File: src/rtl/tpu_sequencer.sv
// TPU instruction sequencer: fetches 16-bit instructions and expands each into buffer/array strobe runs.
// Latency: 2 cycles per instruction (FETCH+DECODE) plus execution; start is ignored while busy.
module tpu_sequencer #(
  parameter  int ARRAY_N = 2,
  parameter  int PC_W    = 8,
  localparam int ROW_W   = (ARRAY_N > 1) ? $clog2(ARRAY_N) : 1
) (
  input  logic              clk,
  input  logic              reset,
  input  logic              start,
  output logic [PC_W-1:0]   imem_addr,
  output logic              imem_rd_en,
  input  logic [15:0]       imem_rdata,
  output logic [12:0]       mem_addr,
  output logic              mem_rd_en,
  output logic              load_weight,
  output logic              load_input,
  output logic              valid,
  output logic [ROW_W-1:0]  row_idx,
  output logic              busy,
  output logic              halted,
  output logic              illegal_op
);

  localparam int COMP_CYC = 3 * ARRAY_N - 2;
  localparam int CNT_W    = $clog2(COMP_CYC + 1);

  typedef enum logic [2:0] {
    S_IDLE, S_FETCH, S_DECODE, S_LOAD_W, S_LOAD_I, S_COMPUTE, S_HALTED
  } state_t;

  state_t            state, state_n;
  logic [PC_W-1:0]   pc, pc_n;
  logic [12:0]       base_addr, base_n;
  logic [ROW_W-1:0]  row, row_n;
  logic [CNT_W-1:0]  cnt, cnt_n;
  logic              ill_n;
  logic              loading_n;

  assign imem_addr = pc;

  always_comb begin
    state_n = state;
    pc_n    = pc;
    base_n  = base_addr;
    row_n   = row;
    cnt_n   = cnt;
    ill_n   = illegal_op;
    case (state)
      S_IDLE: begin
        if (start) begin
          ill_n   = 1'b0;
          state_n = S_FETCH;
        end
      end
      S_FETCH: state_n = S_DECODE;
      S_DECODE: begin
        case (imem_rdata[15:13])
          3'b000: begin
            pc_n    = pc + PC_W'(1);
            state_n = S_FETCH;
          end
          3'b001: begin
            base_n  = imem_rdata[12:0];
            pc_n    = pc + PC_W'(1);
            state_n = S_FETCH;
          end
          3'b010: state_n = S_LOAD_W;
          3'b011: state_n = S_LOAD_I;
          3'b100: begin
            cnt_n   = '0;
            state_n = S_COMPUTE;
          end
          3'b101, 3'b110: begin
            ill_n   = 1'b1;
            pc_n    = pc + PC_W'(1);
            state_n = S_FETCH;
          end
          3'b111: state_n = S_HALTED;
        endcase
      end
      S_LOAD_W, S_LOAD_I: begin
        if (row == ROW_W'(ARRAY_N - 1)) begin
          row_n   = '0;
          pc_n    = pc + PC_W'(1);
          state_n = S_FETCH;
        end else begin
          row_n = row + ROW_W'(1);
        end
      end
      S_COMPUTE: begin
        if (cnt == CNT_W'(COMP_CYC - 1)) begin
          cnt_n   = '0;
          pc_n    = pc + PC_W'(1);
          state_n = S_FETCH;
        end else begin
          cnt_n = cnt + CNT_W'(1);
        end
      end
      S_HALTED: begin
        if (start) begin
          pc_n    = '0;
          ill_n   = 1'b0;
          state_n = S_FETCH;
        end
      end
      default: state_n = S_IDLE;
    endcase
    loading_n = (state_n == S_LOAD_W) || (state_n == S_LOAD_I);
  end

  // Strobes are registered from the next state so they line up with the state they belong to.
  always_ff @(posedge clk) begin
    if (!reset) begin
      state       <= S_IDLE;
      pc          <= '0;
      base_addr   <= '0;
      row         <= '0;
      cnt         <= '0;
      illegal_op  <= 1'b0;
      imem_rd_en  <= 1'b0;
      mem_addr    <= '0;
      mem_rd_en   <= 1'b0;
      load_weight <= 1'b0;
      load_input  <= 1'b0;
      valid       <= 1'b0;
      row_idx     <= '0;
      busy        <= 1'b0;
      halted      <= 1'b0;
    end else begin
      state       <= state_n;
      pc          <= pc_n;
      base_addr   <= base_n;
      row         <= row_n;
      cnt         <= cnt_n;
      illegal_op  <= ill_n;
      imem_rd_en  <= (state_n == S_FETCH);
      mem_addr    <= loading_n ? (base_n + 13'(row_n)) : 13'd0;
      mem_rd_en   <= loading_n;
      load_weight <= (state_n == S_LOAD_W);
      load_input  <= (state_n == S_LOAD_I);
      valid       <= (state_n == S_COMPUTE);
      row_idx     <= loading_n ? row_n : '0;
      busy        <= (state_n != S_IDLE) && (state_n != S_HALTED);
      halted      <= (state_n == S_HALTED);
    end
  end

endmodule

File: config.mk
export PLATFORM = sky130hd
export DESIGN_NAME = tpu_sequencer
export DESIGN_NICKNAME = d
export VERILOG_FILES = /design/src/rtl/tpu_sequencer.sv
export SDC_FILE = /design/constraint.sdc
export NUM_CORES = 1
export LEC_CHECK = 0
export BUFFER_PORTS_ARGS = -buffer_cell sky130_fd_sc_hd__buf_2
export CORE_MARGIN = 1
export CORE_UTILIZATION = 49
export CTS_BUF_LIST = sky130_fd_sc_hd__clkbuf_4 sky130_fd_sc_hd__clkbuf_8 sky130_fd_sc_hd__clkbuf_16
export DETAILED_ROUTE_END_ITERATION = 6
export PLACE_DENSITY = 0.75
export RECOVER_POWER = 25
export REMOVE_ABC_BUFFERS = 1
export SYNTH_ARGS = -nofsm -noshare
export SYNTH_HDL_FRONTEND = slang
export SYNTH_SLANG_ARGS = --single-unit
File: constraint.sdc
create_clock -name clk -period 2.5 [get_ports clk]
set_clock_uncertainty 0.2 [all_clocks]
set_input_delay 0.25 -clock clk [delete_from_list [all_inputs] [get_ports clk]]
set_output_delay 0.25 -clock clk [all_outputs]
set_load 0.05 [all_outputs]
# After elaboration in Yosys (flattened, before gate mapping)
# Index checks and enable logic that the tools add are counted.
[word_totals] mem_bits_rw=0 mem_bits_ro=0 n_memories=0 ff_bits=50 latch_bits=0 output_inout_bits=30
[op_classes] n_div=0 mul=0 addsub=4 n_reduce_logical=16 shifts=0 order_cmp=0 bitwise=0 mux=20 eq_ne=27
[op_table] operator="$mux W8" count=4
[op_table] operator="$pmux W8 S4" count=1
[op_table] operator="$eq A3 B3 Y1 const B" count=10
[op_table] operator="$pmux W3 S5" count=2
[op_table] operator="$mux W13" count=2
[op_table] operator="$eq A3 B2 Y1 const B" count=6
[op_table] operator="$mux W3" count=5
[op_table] operator="$add A13 B1 Y13" count=1
[op_table] operator="$ne A2 B2 Y1 const B" count=6
[op_table] operator="$eq A3 B1 Y1 const B" count=3
[op_table] operator="$add A8 B1 Y8 const B" count=1
[op_table] operator="$logic_not A3 Y1" count=2
[op_table] operator="$pmux W3 S2" count=1
[op_table] operator="$reduce_or A2 Y1" count=3
[op_table] operator="$reduce_and A5 Y1" count=1
[op_table] operator="$mux W1" count=4
[op_table] operator="$reduce_and A2 Y1" count=2
[op_table] operator="$reduce_bool A2 Y1" count=2
[op_table] operator="$reduce_bool A4 Y1" count=1
[op_table] operator="$reduce_or A4 Y1" count=1
[op_table] operator="$add A3 B1 Y3 const B" count=1
[op_table] operator="$ne A3 B3 Y1 const B" count=1
[op_table] operator="$reduce_and A3 Y1" count=1
[op_table] operator="$reduce_bool A3 Y1" count=1
[op_table] operator="other kinds (5)" count=5

# Depth between registers and ports, before layout
[depth] word_depth=7 depth_mapped=14

# Worst setup path after synthesis
# Ideal clock, no wire load.
[synth_timing] path_type="flip-flop to flip-flop" start="reg state[2]" end="reg mem_addr[12]" n_path_buf=3 period_less_slack_ns=2.689 path_stages_with_launch=14 arrival_time_ns=2.374 setup_slack_ns=-0.189 path_cell_list="dfxtp_1 -> buf_6 -> nor3b_4 -> nand2_2 -> buf_4 -> mux2_2 -> ha_1 -> ha_1 -> buf_2 -> nand2_1 -> nor4_1 -> a22oi_2 -> xnor2_1 -> nor2_1"
[synth_via] word_cells_on_any_way=20 classes_between="add/sub: 1; eq/ne: 8; mux: 6; reduce/logical: 5"
[synth_lines] item="start, declared" line="32" text="state_t state, state_n;"
[synth_lines] item="start signal, assigned" line="131" text="state <= state_n;"
[synth_lines] item="$eq A3 B2 Y1" line="49" text="case (state)"
[synth_lines] item="$mux W13" line="49"
[synth_lines] item="net base_n[0]" line="34" text="logic [12:0] base_addr, base_n;"
[synth_lines] item="$add A13 B1 Y13" line="138" text="mem_addr <= loading_n ? (base_n + 13'(row_n)) : 13'd0;"
[synth_lines] item="end signal, assigned" line="138"
[synth_lines] item="end, declared" line="14" text="output logic [12:0] mem_addr,"
# The timed path passes the listed nets, and every way through them passes these cells.
# A chain may end at the register's enable or synchronous reset.

# Worst setup path after layout
[layout_timing] start="reg state[1]" end="reg mem_addr[12]"
# Same word-level chain as after synthesis.

==> metrics <==
status=complete, no violations; Routed Antenna Nets=0; drt initial violations=roughly 130; setup TNS=0 ps; clock-pin slew on the worst setup and hold paths=approximately 90 ps; count leader, synth=dfxtp_1; GR peak layer=met2; Ys Warns=0; largest net degree at the start of global routing=26; GR Util met3=3.84%; clk root buf=clkbuf_8; Global Route Usage Sum=between 10% and 20%; fin nets=~350; I/O Pins=49; H-tree levels=2; TritonCTS clock tree=built; global-route wire length before repair=between 7000 and 8000 um; crit-path max cell delay=390 ps; die width=73.8 um; initial antenna violation count=0; vias in the first global route=~1800; M2 GR Usage=about 34%; clock insertion delay at the later pin of the skew report=roughly 300 ps; GR Util met1=23.0%; Post-Synthesis Cells=269; Post-Synthesis Cell Area=~2500 um2; post-layout util=a little over three fifths; combinational share of power=roughly 15%; DP Worst Slack=between 100 and 150 ps; vias=about 2100; routed wire length=between 4000 and 5000 um; Final Setup Violations=0; setup slack, reg-to-reg=between 100 and 150 ps; Worst Tran Pin Value=around 550 ps; post-synthesis sequential area ratio=roughly two fifths; Max-Cap Viols=0; switching share of power=26.7%; internal power=1140 uW; Post-synth EDFFs=0; Startpoint Class=register; syn_area_per_cell=roughly 9.4 um2; Synth top area share=about two fifths; Lkg Pwr=approximately 0.0013 uW; # rows=25; crit-path max FO=8; Die ar.=about 5500 um2; CTS Hold Bufs=0; final worst setup slack=125 ps; DRT Pass-1 Iters=4; Max Buffers Root-to-Sink=2; Fin. Hold Viols=0; Tcrit/Tclk final=95.0%; fmax=roughly 420 MHz; gr ovfl total=0; Arr. time, crit path=2380 ps; FFs w/ async S/R, synth=0%; Tot Pwr=roughly 1500 uW; Post-DP HPWL=around 3600 um; Initial Util=52.2%; Pwr per Cell Area=between 500 and 600 nW/um2; CP required=approximately 2500 ps; Critical Path Sink Type=register; WL/cell=between 10 and 15 um; R2R depth=12; Die Y=about 74 um; Area Overhead vs Synth=20.3%; Min-Delay Path Depth=3; DRC errors left=0; critical path class=register to register; Pins Over Slew Limit=0; Synth cell types=between 50 and 60; headroom to the max-slew limit=63.5%; CP max stage cell=dfxtp_4; Hold Path End=base_addr[5]$_SDFF_PN0_; Sink Count=50; Yosys top cell by area=dfxtp_1; post-layout min period=2370 ps; Sequential Power Share=roughly 54%; Synth area leaders=dfxtp_1, mux2i_1, and2_1; worst r2r src=state[1]$_SDFF_PN0_; gp weighted congestion=about 0.84; number of port buffers=between 40 and 50; synth cell count leaders=dfxtp_1, nand2_1, mux2i_1; FF+latch count, synth=50; reg-to-reg endpoint=mem_addr[12]$_SDFF_PN0_; Post-synth top flop=dfxtp_1; Peak VDD IR=just under 300 uV; core area=just under 5000 um2; P_sw=414 uW; Ant. Diodes=0; worst hold path class=input pin to register; Clock power frac=31.3%; layout cells sized above 1=a little under a third; hold_sp=imem_rdata[5]; worst path cell trace=nor3b_4, nand2_2, mux2_2, ha_2, buf_4, ha_1, buf_4, nand2_1, nor2_1, a22oi_2, xnor2_1, nor2_1; total CTS buffers=5; Vias per Instance=approximately 5.2
==> power groups by stage <==
stage                     Clock, uW  Combinational [uW]  Sequential (uW)
after floorplan                   0                 102              890
after global placement            0                 224              848
after detailed placement          0                 226              849
after CTS                       500                 227              830
after global routing            538                 255              835
final                           485                 233              832
==> flip-flops by register name, summed over array words and instances, names as in the netlist <==
signal / cells
imem_addr: 8
mem_addr: 13
illegal_op: 1
valid: 1
load_weight: 1
row_idx: 1
cnt: 3
row: 1
base_addr: 13
state: 3
halted: 1
busy: 1
mem_rd_en: 1
imem_rd_en: 1
load_input: 1
==> cells in the final DEF (no fill, tap or decap), types with 2 or more instances in the layout <==
| master | count |
|---|---|
| nand4_1 | 4 |
| mux2i_1 | 17 |
| ha_1 | 4 |
| xor2_1 | 7 |
| a211oi_1 | 8 |
| nor3_1 | 5 |
| inv_2 | 2 |
| a211oi_2 | 3 |
| nor2b_1 | 12 |
| and2_1 | 13 |
| and3_1 | 4 |
| clkbuf_8 | 6 |
| nand3_1 | 15 |
| a21oi_1 | 3 |
| o21ai_0 | 3 |
| inv_1 | 8 |
| nor4_1 | 2 |
| buf_4 | 16 |
| xnor2_1 | 8 |
| nor2_1 | 15 |
| nand2_1 | 21 |
| dfxtp_1 | 47 |
| a31oi_1 | 5 |
| or3b_1 | 2 |
| and4_1 | 2 |
| buf_2 | 48 |
| o21ai_1 | 2 |
| nor3b_1 | 4 |
| mux2_2 | 6 |
| nand2b_1 | 8 |
| dfxtp_4 | 3 |
==> metrics by stage <==
stage / cells / instance area (um2) / hold slack [ps]
6_report: 398 / 3040 / 50.8
5_1_grt: 398 / 3040 / 72.1
4_1_cts: 392 / 2970 / 52.8
3_5_place_dp: 384 / 2880 / 232
3_3_place_gp: 384 / 2880 / 225
2_1_floorplan: 257 / 2450 / 167
==> layer usage <==
metal	share of wire, %	routed length (um)
met3	4.3	215
met4	1.6	78
met2	49	2410
met5	0	0
met1	45	2240
==> worst max-delay path, delay by kind of cell (launching register included) <==
family	cells	cell delay, ps
mux	1	290
simple gates	5	480
buf+inv	2	300
xor+xnor	1	130
compound gates	1	130
flops	1	390
fa+ha+maj	2	380
==> worst max-delay path by stage <==
stage,startpoint,end,slack (ps)
floorplan,state[1]$_SDFF_PN0_,mem_addr[12]$_SDFF_PN0_,-440
global placement,state[2]$_SDFF_PN0_,mem_addr[12]$_SDFF_PN0_,160
finish,state[1]$_SDFF_PN0_,mem_addr[12]$_SDFF_PN0_,130
global route,state[1]$_SDFF_PN0_,mem_addr[11]$_SDFF_PN0_,-20
CTS,state[2]$_SDFF_PN0_,mem_addr[4]$_SDFF_PN0_,100
detailed placement,state[2]$_SDFF_PN0_,mem_addr[4]$_SDFF_PN0_,120
==> kinds of logic after synthesis <==
logic type | synth area share [%]
AND/OR/NAND/NOR | 28.1
flip-flops | 39.6
AO/OA/AOI/OAI | 10.6
multiplexers | 9.40
buffers and inverters | 4.65
XOR/XNOR | 5.20
adder cells (fa/ha/maj) | 2.47
==> area by class of cell <==
| type | count | area (um2) |
|---|---|---|
| timing repair buffer | 66 | 392 |
| inverter | 10 | 37.5 |
| tap | 67 | 83.8 |
| clock buffer | 7 | 90.1 |
| clock inverter | 1 | 5.00 |
| sequential | 50 | 1010 |
| fill | 411 | 1810 |
| multi-input combinational | 197 | 1420 |
==> timing repair <==
item,4_1_cts,5_1_grt
buffers inserted,0,6
endpoints found under the setup margin,0,5
resized for setup,0,13
(Power assumes the default switching activity.)
